File: src/rtl/load_access_ctrl.sv
// RV32I load sequencer: word-aligned read(s) over req/gnt/rvalid, lane select and sign/zero extension. Optional MISALIGNED_SPLIT_EN splits misaligned loads into two word reads.
// Latency: ld_done 3 cycles after accept (5 when split); illegal/misaligned ld_err after 1.
// Backpressure: ld_ready low while busy, ld_req then ignored; mem_req held until mem_gnt.
module load_access_ctrl #(
  parameter int unsigned TIMEOUT_CYCLES = 16
) (
  input  logic        clk,
  input  logic        rst_n,
  input  logic        ld_req,
  output logic        ld_ready,
  input  logic [2:0]  ld_funct3,
  input  logic [31:0] ld_addr,
  output logic        mem_req,
  output logic [31:0] mem_addr,
  input  logic        mem_gnt,
  input  logic        mem_rvalid,
  input  logic [31:0] mem_rdata,
  output logic [1:0]  byte_sel,
  output logic [31:0] ld_data,
  output logic        ld_done,
  output logic        ld_err
);

  localparam int CW = $clog2(TIMEOUT_CYCLES + 1);

`ifdef MISALIGNED_SPLIT_EN
  typedef enum logic [2:0] {S_IDLE, S_REQ, S_WAIT, S_REQ2, S_WAIT2, S_RESP} state_t;
`else
  typedef enum logic [2:0] {S_IDLE, S_REQ, S_WAIT, S_RESP} state_t;
`endif

  state_t          state_q, state_d;
  logic [2:0]      funct3_q;
  logic [CW-1:0]   cnt_q;
  logic            err_q;
  logic            accept, bad_req, misal, in_wait, timeout, take_data, last_word;
  logic [4:0]      sh;
  logic [31:0]     lane_word;
`ifdef MISALIGNED_SPLIT_EN
  logic            split_q;
  logic [31:0]     w0_q;
`endif

  function automatic logic legal_f3(input logic [2:0] f3);
    legal_f3 = (f3 == 3'b000) || (f3 == 3'b001) || (f3 == 3'b010) ||
               (f3 == 3'b100) || (f3 == 3'b101);
  endfunction

  function automatic logic [31:0] extend(input logic [2:0] f3, input logic [31:0] w);
    case (f3)
      3'b000:  extend = {{24{w[7]}}, w[7:0]};
      3'b100:  extend = {24'h0, w[7:0]};
      3'b001:  extend = {{16{w[15]}}, w[15:0]};
      3'b101:  extend = {16'h0, w[15:0]};
      3'b010:  extend = w;
      default: extend = 32'h0;
    endcase
  endfunction

  assign misal = ((ld_funct3[1:0] == 2'b01) && ld_addr[0]) ||
                 ((ld_funct3[1:0] == 2'b10) && (ld_addr[1:0] != 2'b00));
  assign sh    = {byte_sel, 3'b000};

  // Lane extraction: the wanted bytes are shifted down to bit 0 before extension.
`ifdef MISALIGNED_SPLIT_EN
  assign lane_word = (state_q == S_WAIT2) ? 32'({mem_rdata, w0_q} >> sh) : (mem_rdata >> sh);
  assign in_wait   = (state_q == S_WAIT) || (state_q == S_WAIT2);
  assign last_word = (state_q == S_WAIT2) || !split_q;
`else
  assign lane_word = mem_rdata >> sh;
  assign in_wait   = (state_q == S_WAIT);
  assign last_word = 1'b1;
`endif

  always_ff @(posedge clk or negedge rst_n) begin
    if (!rst_n) state_q <= S_IDLE;
    else        state_q <= state_d;
  end

  always_comb begin
    state_d   = state_q;
    ld_ready  = 1'b0;
    mem_req   = 1'b0;
    ld_done   = 1'b0;
    ld_err    = 1'b0;
    accept    = 1'b0;
    bad_req   = 1'b0;
    timeout   = 1'b0;
    take_data = 1'b0;
    unique case (state_q)
      S_IDLE: begin
        ld_ready = 1'b1;
        if (ld_req) begin
          accept = 1'b1;
`ifdef MISALIGNED_SPLIT_EN
          bad_req = !legal_f3(ld_funct3);
`else
          bad_req = !legal_f3(ld_funct3) || misal;
`endif
          state_d = bad_req ? S_RESP : S_REQ;
        end
      end
      S_REQ: begin
        mem_req = 1'b1;
        if (mem_gnt) state_d = S_WAIT;
      end
      S_WAIT: begin
        timeout = (cnt_q == CW'(TIMEOUT_CYCLES - 1));
        if (mem_rvalid) begin
          take_data = 1'b1;
`ifdef MISALIGNED_SPLIT_EN
          state_d = split_q ? S_REQ2 : S_RESP;
`else
          state_d = S_RESP;
`endif
        end else if (timeout) begin
          state_d = S_RESP;
        end
      end
`ifdef MISALIGNED_SPLIT_EN
      S_REQ2: begin
        mem_req = 1'b1;
        if (mem_gnt) state_d = S_WAIT2;
      end
      S_WAIT2: begin
        timeout = (cnt_q == CW'(TIMEOUT_CYCLES - 1));
        if (mem_rvalid) begin
          take_data = 1'b1;
          state_d   = S_RESP;
        end else if (timeout) begin
          state_d = S_RESP;
        end
      end
`endif
      S_RESP: begin
        ld_done = !err_q;
        ld_err  = err_q;
        state_d = S_IDLE;
      end
      default: state_d = S_IDLE;
    endcase
  end

  always_ff @(posedge clk or negedge rst_n) begin
    if (!rst_n) begin
      funct3_q <= 3'b000;
      byte_sel <= 2'b00;
      mem_addr <= 32'h0;
      err_q    <= 1'b0;
      ld_data  <= 32'h0;
      cnt_q    <= '0;
`ifdef MISALIGNED_SPLIT_EN
      split_q  <= 1'b0;
      w0_q     <= 32'h0;
`endif
    end else begin
      // Counter runs only while waiting, so every entry to a wait state starts from zero.
      cnt_q <= in_wait ? cnt_q + CW'(1) : '0;
      if (accept) begin
        funct3_q <= ld_funct3;
        byte_sel <= ld_addr[1:0];
        mem_addr <= {ld_addr[31:2], 2'b00};
        err_q    <= bad_req;
        ld_data  <= 32'h0;
`ifdef MISALIGNED_SPLIT_EN
        split_q  <= misal;
`endif
      end
      if (take_data) begin
        if (last_word) begin
          ld_data <= extend(funct3_q, lane_word);
        end else begin
`ifdef MISALIGNED_SPLIT_EN
          w0_q     <= mem_rdata;
          mem_addr <= mem_addr + 32'd4;
`endif
        end
      end else if (in_wait && timeout) begin
        err_q   <= 1'b1;
        ld_data <= 32'h0;
      end
    end
  end

endmodule

File: config.mk
export PLATFORM = sky130hd
export DESIGN_NAME = load_access_ctrl
export DESIGN_NICKNAME = d
export VERILOG_FILES = /design/src/rtl/load_access_ctrl.sv
export SDC_FILE = /design/constraint.sdc
export NUM_CORES = 1
export LEC_CHECK = 0
export ABC_AREA = 1
export CAP_MARGIN = 20
export CORE_ASPECT_RATIO = 1.25
export CORE_MARGIN = 1
export CORE_UTILIZATION = 45
export DETAILED_ROUTE_END_ITERATION = 8
export GPL_TIMING_DRIVEN = 0
export PLACE_DENSITY = 0.88
export SLEW_MARGIN = 20
export SYNTH_ARGS = -nofsm -noshare
export SYNTH_HDL_FRONTEND = slang
export SYNTH_SLANG_ARGS = --single-unit
File: constraint.sdc
create_clock -name clk -period 4.48 [get_ports clk]
set_input_delay 0.448 -clock clk [delete_from_list [all_inputs] [get_ports clk]]
set_output_delay 0.448 -clock clk [all_outputs]
set_load 0.01 [all_outputs]
; After elaboration in Yosys (flattened, before gate mapping)
; Cells that the tools add are included.
[classes]
n_addsub = 1
n_eq_ne = 17
shifts = 1
muxes = 25
n_reduce_logical = 17
[op_table]
columns = operator, count
row1 = $pmux W32 S5, 1
row2 = $mux W32, 3
row3 = $shr A32 B5 Y32, 1
row4 = $mux W1, 14
row5 = $eq A3 B2 Y1 const B, 4
row6 = $eq A3 B3 Y1 const B, 4
row7 = $mux W3, 4
row8 = $eq A3 B1 Y1 const B, 3
row9 = $logic_not A3 Y1, 3
row10 = $pmux W3 S3, 1
row11 = $logic_or A1 B1 Y1, 6
row12 = $add A5 B1 Y5 const B, 1
row13 = $eq A5 B4 Y1 const B, 1
row14 = $mux W5, 1
row15 = $ne A2 B2 Y1 const B, 2
row16 = $logic_and A1 B1 Y1, 3
row17 = $ne A3 B2 Y1 const B, 1
row18 = $reduce_and A3 Y1, 1
row19 = $reduce_bool A3 Y1, 1
row20 = $eq A2 B1 Y1 const B, 1
row21 = $eq A2 B2 Y1 const B, 1
row22 = $logic_not A1 Y1, 2
row23 = $mux W2, 1
row24 = $reduce_bool A2 Y1, 1
[word_totals]
register_bits = 76
in_bits = 72
output_inout_bits = 70
elab_cells = 68

; Logic depth before layout (Yosys ltp)
[depth]
ltp_word = 12
mapped_depth = 10
depth_no_buf = 9

; Worst setup path after synthesis
; OpenSTA, ideal clock, no wires.
[synth_timing]
kind = flip-flop to flip-flop
from = reg cnt_q[0]
to = reg ld_data[21]
setup_ps = 66
arrival_ps = 1505
required_time_ps = 4414
path_slack_ps = 2910
stages_incl_launch_ff = 11
n_path_buf = 1
synth_period_minus_slack_ps = 1570
cell_sequence = dfrtp_1 > ha_1 > nand2_1 > nor2_1 > ha_1 > nand2_1 > nand3_1 > inv_1 > clkbuf_1 > nand2_1 > nand2_1
[synth_via]
elab_chain_len = 5
word_cells_on_any_way = 6
classes_between = eq/ne: 1 / mux: 3 / reduce/logical: 2
[synth_lines]
columns = item, line_no
row1 = from (decl), 34  ; logic [CW-1:0] cnt_q;
row2 = from (signal assigned), 158  ; cnt_q <= in_wait ? cnt_q + CW'(1) : '0;
row3 = $eq A5 B4 Y1 (*), 108  ; timeout = (cnt_q == CW'(TIMEOUT_CYCLES - 1));
row4 = $mux W1 (*), 90  ; unique case (state_q)
row5 = $logic_and A1 B1 Y1 (*), 178  ; end else if (in_wait && timeout) begin
row6 = $mux W32, 178
row7 = $mux W32, 169  ; if (take_data) begin
row8 = to (signal assigned), 171  ; ld_data <= extend(funct3_q, lane_word);
row9 = to (decl), 19  ; output logic [31:0] ld_data,
; Every way passes the cells marked *; elsewhere a longest branch is shown, timed or not.
; A chain may end at the register's enable or synchronous reset.

; Worst setup path after layout
[layout_timing]
from = reg state_q[1]
to = out ld_ready
[layout_via]
elab_chain_len = 2
[layout_lines]
columns = item, line_no
row1 = from (decl), 32  ; state_t state_q, state_d;
row2 = from (signal assigned), 77  ; else state_q <= state_d;
row3 = $logic_not A3 Y1, 90
row4 = $mux W1, 90
row5 = to (decl), 10  ; output logic ld_ready,
; Every way passes these cells.

==> impl_metrics.prom <==
# TYPE chip_impl_metric gauge
chip_impl_metric{name="comb_power_share",unit="%"} 52.4
chip_impl_metric{name="pin_count_of_the_biggest_net_entering_global_routing",unit=""} 42
chip_impl_metric{name="slew_viol_final",unit=""} 0
chip_impl_metric{name="final_nets",unit=""} 755
chip_impl_metric{name="via_count",unit=""} 3931
chip_impl_metric{name="switching_fraction_of_total_power",unit="%"} 40.89
chip_impl_metric{name="post_synth.cell_area_avg",unit="µm²"} 7.321
chip_impl_metric{name="cts_max_path_buffers",unit=""} 2
chip_impl_metric{name="globalRouteOverflowTotal",unit=""} 0
chip_impl_info{name="cts.root.buffer_cell",value="clkbuf_8"} 1
chip_impl_metric{name="grt_pass1_wl",unit="µm"} 17820
chip_impl_info{name="path_class",value="register to output pin"} 1
chip_impl_metric{name="remaining_drc_errors",unit=""} 10
chip_impl_metric{name="antenna_found_initial",unit=""} 0
chip_impl_metric{name="placementRows",unit=""} 37
chip_impl_metric{name="yosys_warnings",unit=""} 0
chip_impl_info{name="grt_setup_unrepaired",value="false"} 1
chip_impl_metric{name="largest_fanout_on_the_critical_path",unit=""} 5
chip_impl_info{name="final_cell_mix",value="nand2_1, clkdlybuf4s50_1, dfrtp_1"} 1
chip_impl_metric{name="fp.dieArea",unit="µm²"} 8900
chip_impl_info{name="synthDominantAreaCellType",value="dfrtp_1"} 1
chip_impl_metric{name="netlist-cell-type-count",unit=""} 23
chip_impl_metric{name="final_design_area_no_fill",unit="µm²"} 5595
chip_impl_metric{name="htreeDepth",unit=""} 3
chip_impl_metric{name="timing.reg2reg.worst_path_depth",unit=""} 10
chip_impl_metric{name="synthCells",unit=""} 524
chip_impl_metric{name="critical_path_arrival",unit="ps"} 1740
chip_impl_metric{name="power.density_cell_area",unit="nW/µm²"} 640.3
chip_impl_metric{name="cts_hold_buffers",unit=""} 0
chip_impl_metric{name="layout_worst_path_cycle_share",unit="%"} 48.85
chip_impl_metric{name="power.switching",unit="mW"} 1.465
chip_impl_metric{name="drt-vias-per-instance",unit=""} 5.053
chip_impl_metric{name="worst_clock_skew",unit="ps"} 13.26
chip_impl_metric{name="initial_utilization",unit="%"} 46.55
chip_impl_info{name="cp-end-kind",value="output pin"} 1
chip_impl_metric{name="ys_seq_elements",unit=""} 75
chip_impl_metric{name="post_cts_resize_count",unit=""} 0
chip_impl_metric{name="ir_worst_vdd",unit="mV"} 0.3609
chip_impl_metric{name="async_flop_share",unit="%"} 100.0
chip_impl_metric{name="io_buffer_count",unit=""} 139
chip_impl_metric{name="power_frac_seq",unit="%"} 31.0
chip_impl_metric{name="fmax",unit="MHz"} 456.9
chip_impl_metric{name="globalplace.congestion",unit=""} 1.041
chip_impl_metric{name="drt_first_pass_iters",unit=""} 8
chip_impl_info{name="violations_in_the_final_reports",value="DRC"} 1
chip_impl_info{name="worst_setup_path_start_kind",value="register"} 1
chip_impl_metric{name="internal-power",unit="mW"} 2.118
chip_impl_metric{name="wire_per_inst",unit="µm"} 14.12
chip_impl_metric{name="cts_sinks",unit=""} 75
chip_impl_metric{name="worst_setup_slack_after_layout",unit="ps"} 2291
chip_impl_metric{name="crit_path_time_final",unit="ps"} 2189
chip_impl_metric{name="dr.first_iter.drc_count",unit=""} 321
chip_impl_metric{name="pin_count",unit=""} 142
chip_impl_metric{name="dpl.cell_count",unit=""} 762
chip_impl_metric{name="post_route_cells_drive_above_1_share",unit="%"} 7.342
chip_impl_info{name="netlist_top_cells_area",value="dfrtp_1, nand2_1, nand3_1"} 1
chip_impl_metric{name="clk-insertion-delay-late",unit="ps"} 370
chip_impl_metric{name="n_antenna_cell",unit=""} 0
chip_impl_metric{name="r2r_setup_slack",unit="ps"} 2550
chip_impl_info{name="status",value="finished, violations left"} 1
chip_impl_metric{name="cts_made_buffers",unit=""} 9
chip_impl_info{name="rr_startpoint",value="cnt_q[0]"} 1
chip_impl_info{name="postSynth.topFlopCell",value="dfrtp_1"} 1
chip_impl_metric{name="synth_edf_count",unit=""} 0
chip_impl_metric{name="die-height",unit="µm"} 105.2
chip_impl_metric{name="fin_tns_setup",unit="ps"} 0
chip_impl_metric{name="preCtsSetupSlack",unit="ps"} 2494
chip_impl_metric{name="fp.coreArea",unit="µm²"} 8240
chip_impl_metric{name="area_growth",unit="%"} 45.86
chip_impl_metric{name="cp.required",unit="ps"} 4030
chip_impl_metric{name="placedInstanceArea",unit="µm²"} 5370
chip_impl_metric{name="drv.max_cap_violation_count",unit=""} 0
chip_impl_metric{name="die_w",unit="µm"} 84.58
chip_impl_metric{name="static-leakage-power",unit="nW"} 2.958
chip_impl_metric{name="cts.clk_slew.worst_paths",unit="ps"} 80
chip_impl_metric{name="post_cts_buffers",unit=""} 0
chip_impl_metric{name="synth.yosys.seq_area_share",unit="%"} 48.92
chip_impl_metric{name="route.antenna.remaining_nets",unit=""} 0
chip_impl_metric{name="netlist.area_leader.share",unit="%"} 48.92
chip_impl_metric{name="place_hpwl",unit="µm"} 8485
chip_impl_metric{name="power_frac_clock",unit="%"} 16.5
chip_impl_metric{name="setup_viol",unit=""} 0
chip_impl_metric{name="wirelength",unit="µm"} 10990
chip_impl_metric{name="timing.final.hold_violations",unit=""} 0
chip_impl_info{name="most_common_cell_after_layout_fill_and_taps_aside",value="nand2_1"} 1
chip_impl_metric{name="synth_area",unit="µm²"} 3836
chip_impl_metric{name="grtUsageTotal",unit="%"} 25.92
chip_impl_info{name="tritoncts",value="built"} 1
chip_impl_info{name="worstReg2RegEnd",value="ld_data[24]"} 1
chip_impl_metric{name="fin_cells",unit=""} 778
chip_impl_metric{name="number_of_global_route_vias_before_repair",unit=""} 3992
chip_impl_info{name="worst_min_delay_path_class",value="input pin to asynchronous set/reset pin"} 1
-- routing by layer --
layer,routed length (µm),global-route usage [%],vias up
li1,-,-,1910
met1,4003,26.54,1785
met5,0,0,-
met2,5499,45.64,197
met4,428,15.13,0
met3,1056,8.692,39
-- metrics by stage --
stage | total power [mW] | hold slack (ps) | utilization (%)
global route | 3.845 | 56.39 | 67.90
CTS | 3.598 | 41.50 | 67.90
finish | 3.583 | 30.75 | 67.90
floorplan | 2.142 | 152.4 | -
global placement | 2.918 | 444.2 | 64.96
detailed placement | 2.990 | 433.5 | 65.17
-- cells by family after synthesis --
| kind of cell | after synthesis | share of synthesized area (%) |
|---|---|---|
| AO/OA/AOI/OAI | 20 | 3.229 |
| buffers and inverters | 56 | 7.404 |
| other | 1 | 0.09775 |
| flip-flops | 75 | 48.92 |
| AND/OR/NAND/NOR | 365 | 38.06 |
| adder cells (fa/ha/maj) | 7 | 2.283 |
-- worst max path at each step --
stage | startpoint | to
6_report | state_q[1] | ld_ready
5_1_grt | state_q[0] | ld_ready
4_1_cts | state_q[0] | ld_ready
3_5_place_dp | ld_req | ld_data[24]
3_3_place_gp | rst_n | mem_addr[16]
2_1_floorplan | cnt_q[0] | ld_data[21]
-- power by group through the flow --
| stage | registers (mW) | logic, mW | clock network, mW |
|---|---|---|---|
| after floorplan | 1.20 | 0.942 | 0 |
| after global placement | 1.11 | 1.81 | 0 |
| after detailed placement | 1.12 | 1.87 | 0 |
| after CTS | 1.11 | 1.89 | 0.598 |
| after global routing | 1.14 | 2.07 | 0.634 |
| final | 1.11 | 1.88 | 0.593 |
-- sequential cells by signal (all words and copies together), names as in the netlist --
register,cells
byte_sel,2
state_q,2
mem_addr,30
cnt_q,5
ld_data,32
err_q,1
funct3_q,3
-- synthesized netlist by cell type, types with 5 or more instances --
library cell,number
ha_1,7
inv_1,26
buf_6,5
buf_4,5
clkbuf_1,5
nor2_1,14
nand2_1,299
nand3_1,44
o211ai_1,8
dfrtp_1,75
o21ai_0,9
buf_2,12
-- worst max-delay path: stages, from the launching register on --
cell and delay [ps]:
dfrtp_1 440, inv_1 100, ha_1 260, clkdlybuf4s50_1 590
-- cell type report --
class	instances	area [µm²]
timing repair buffer	140	1409
clock buffer	9	123.9
sequential	75	1877
tap	97	121.4
fill	690	2645
clock inverter	7	101.3
inverter	29	111.4
multi-input combinational	394	1679
buffer	27	172.7
Note: power is estimated with default switching activity, not from simulation.
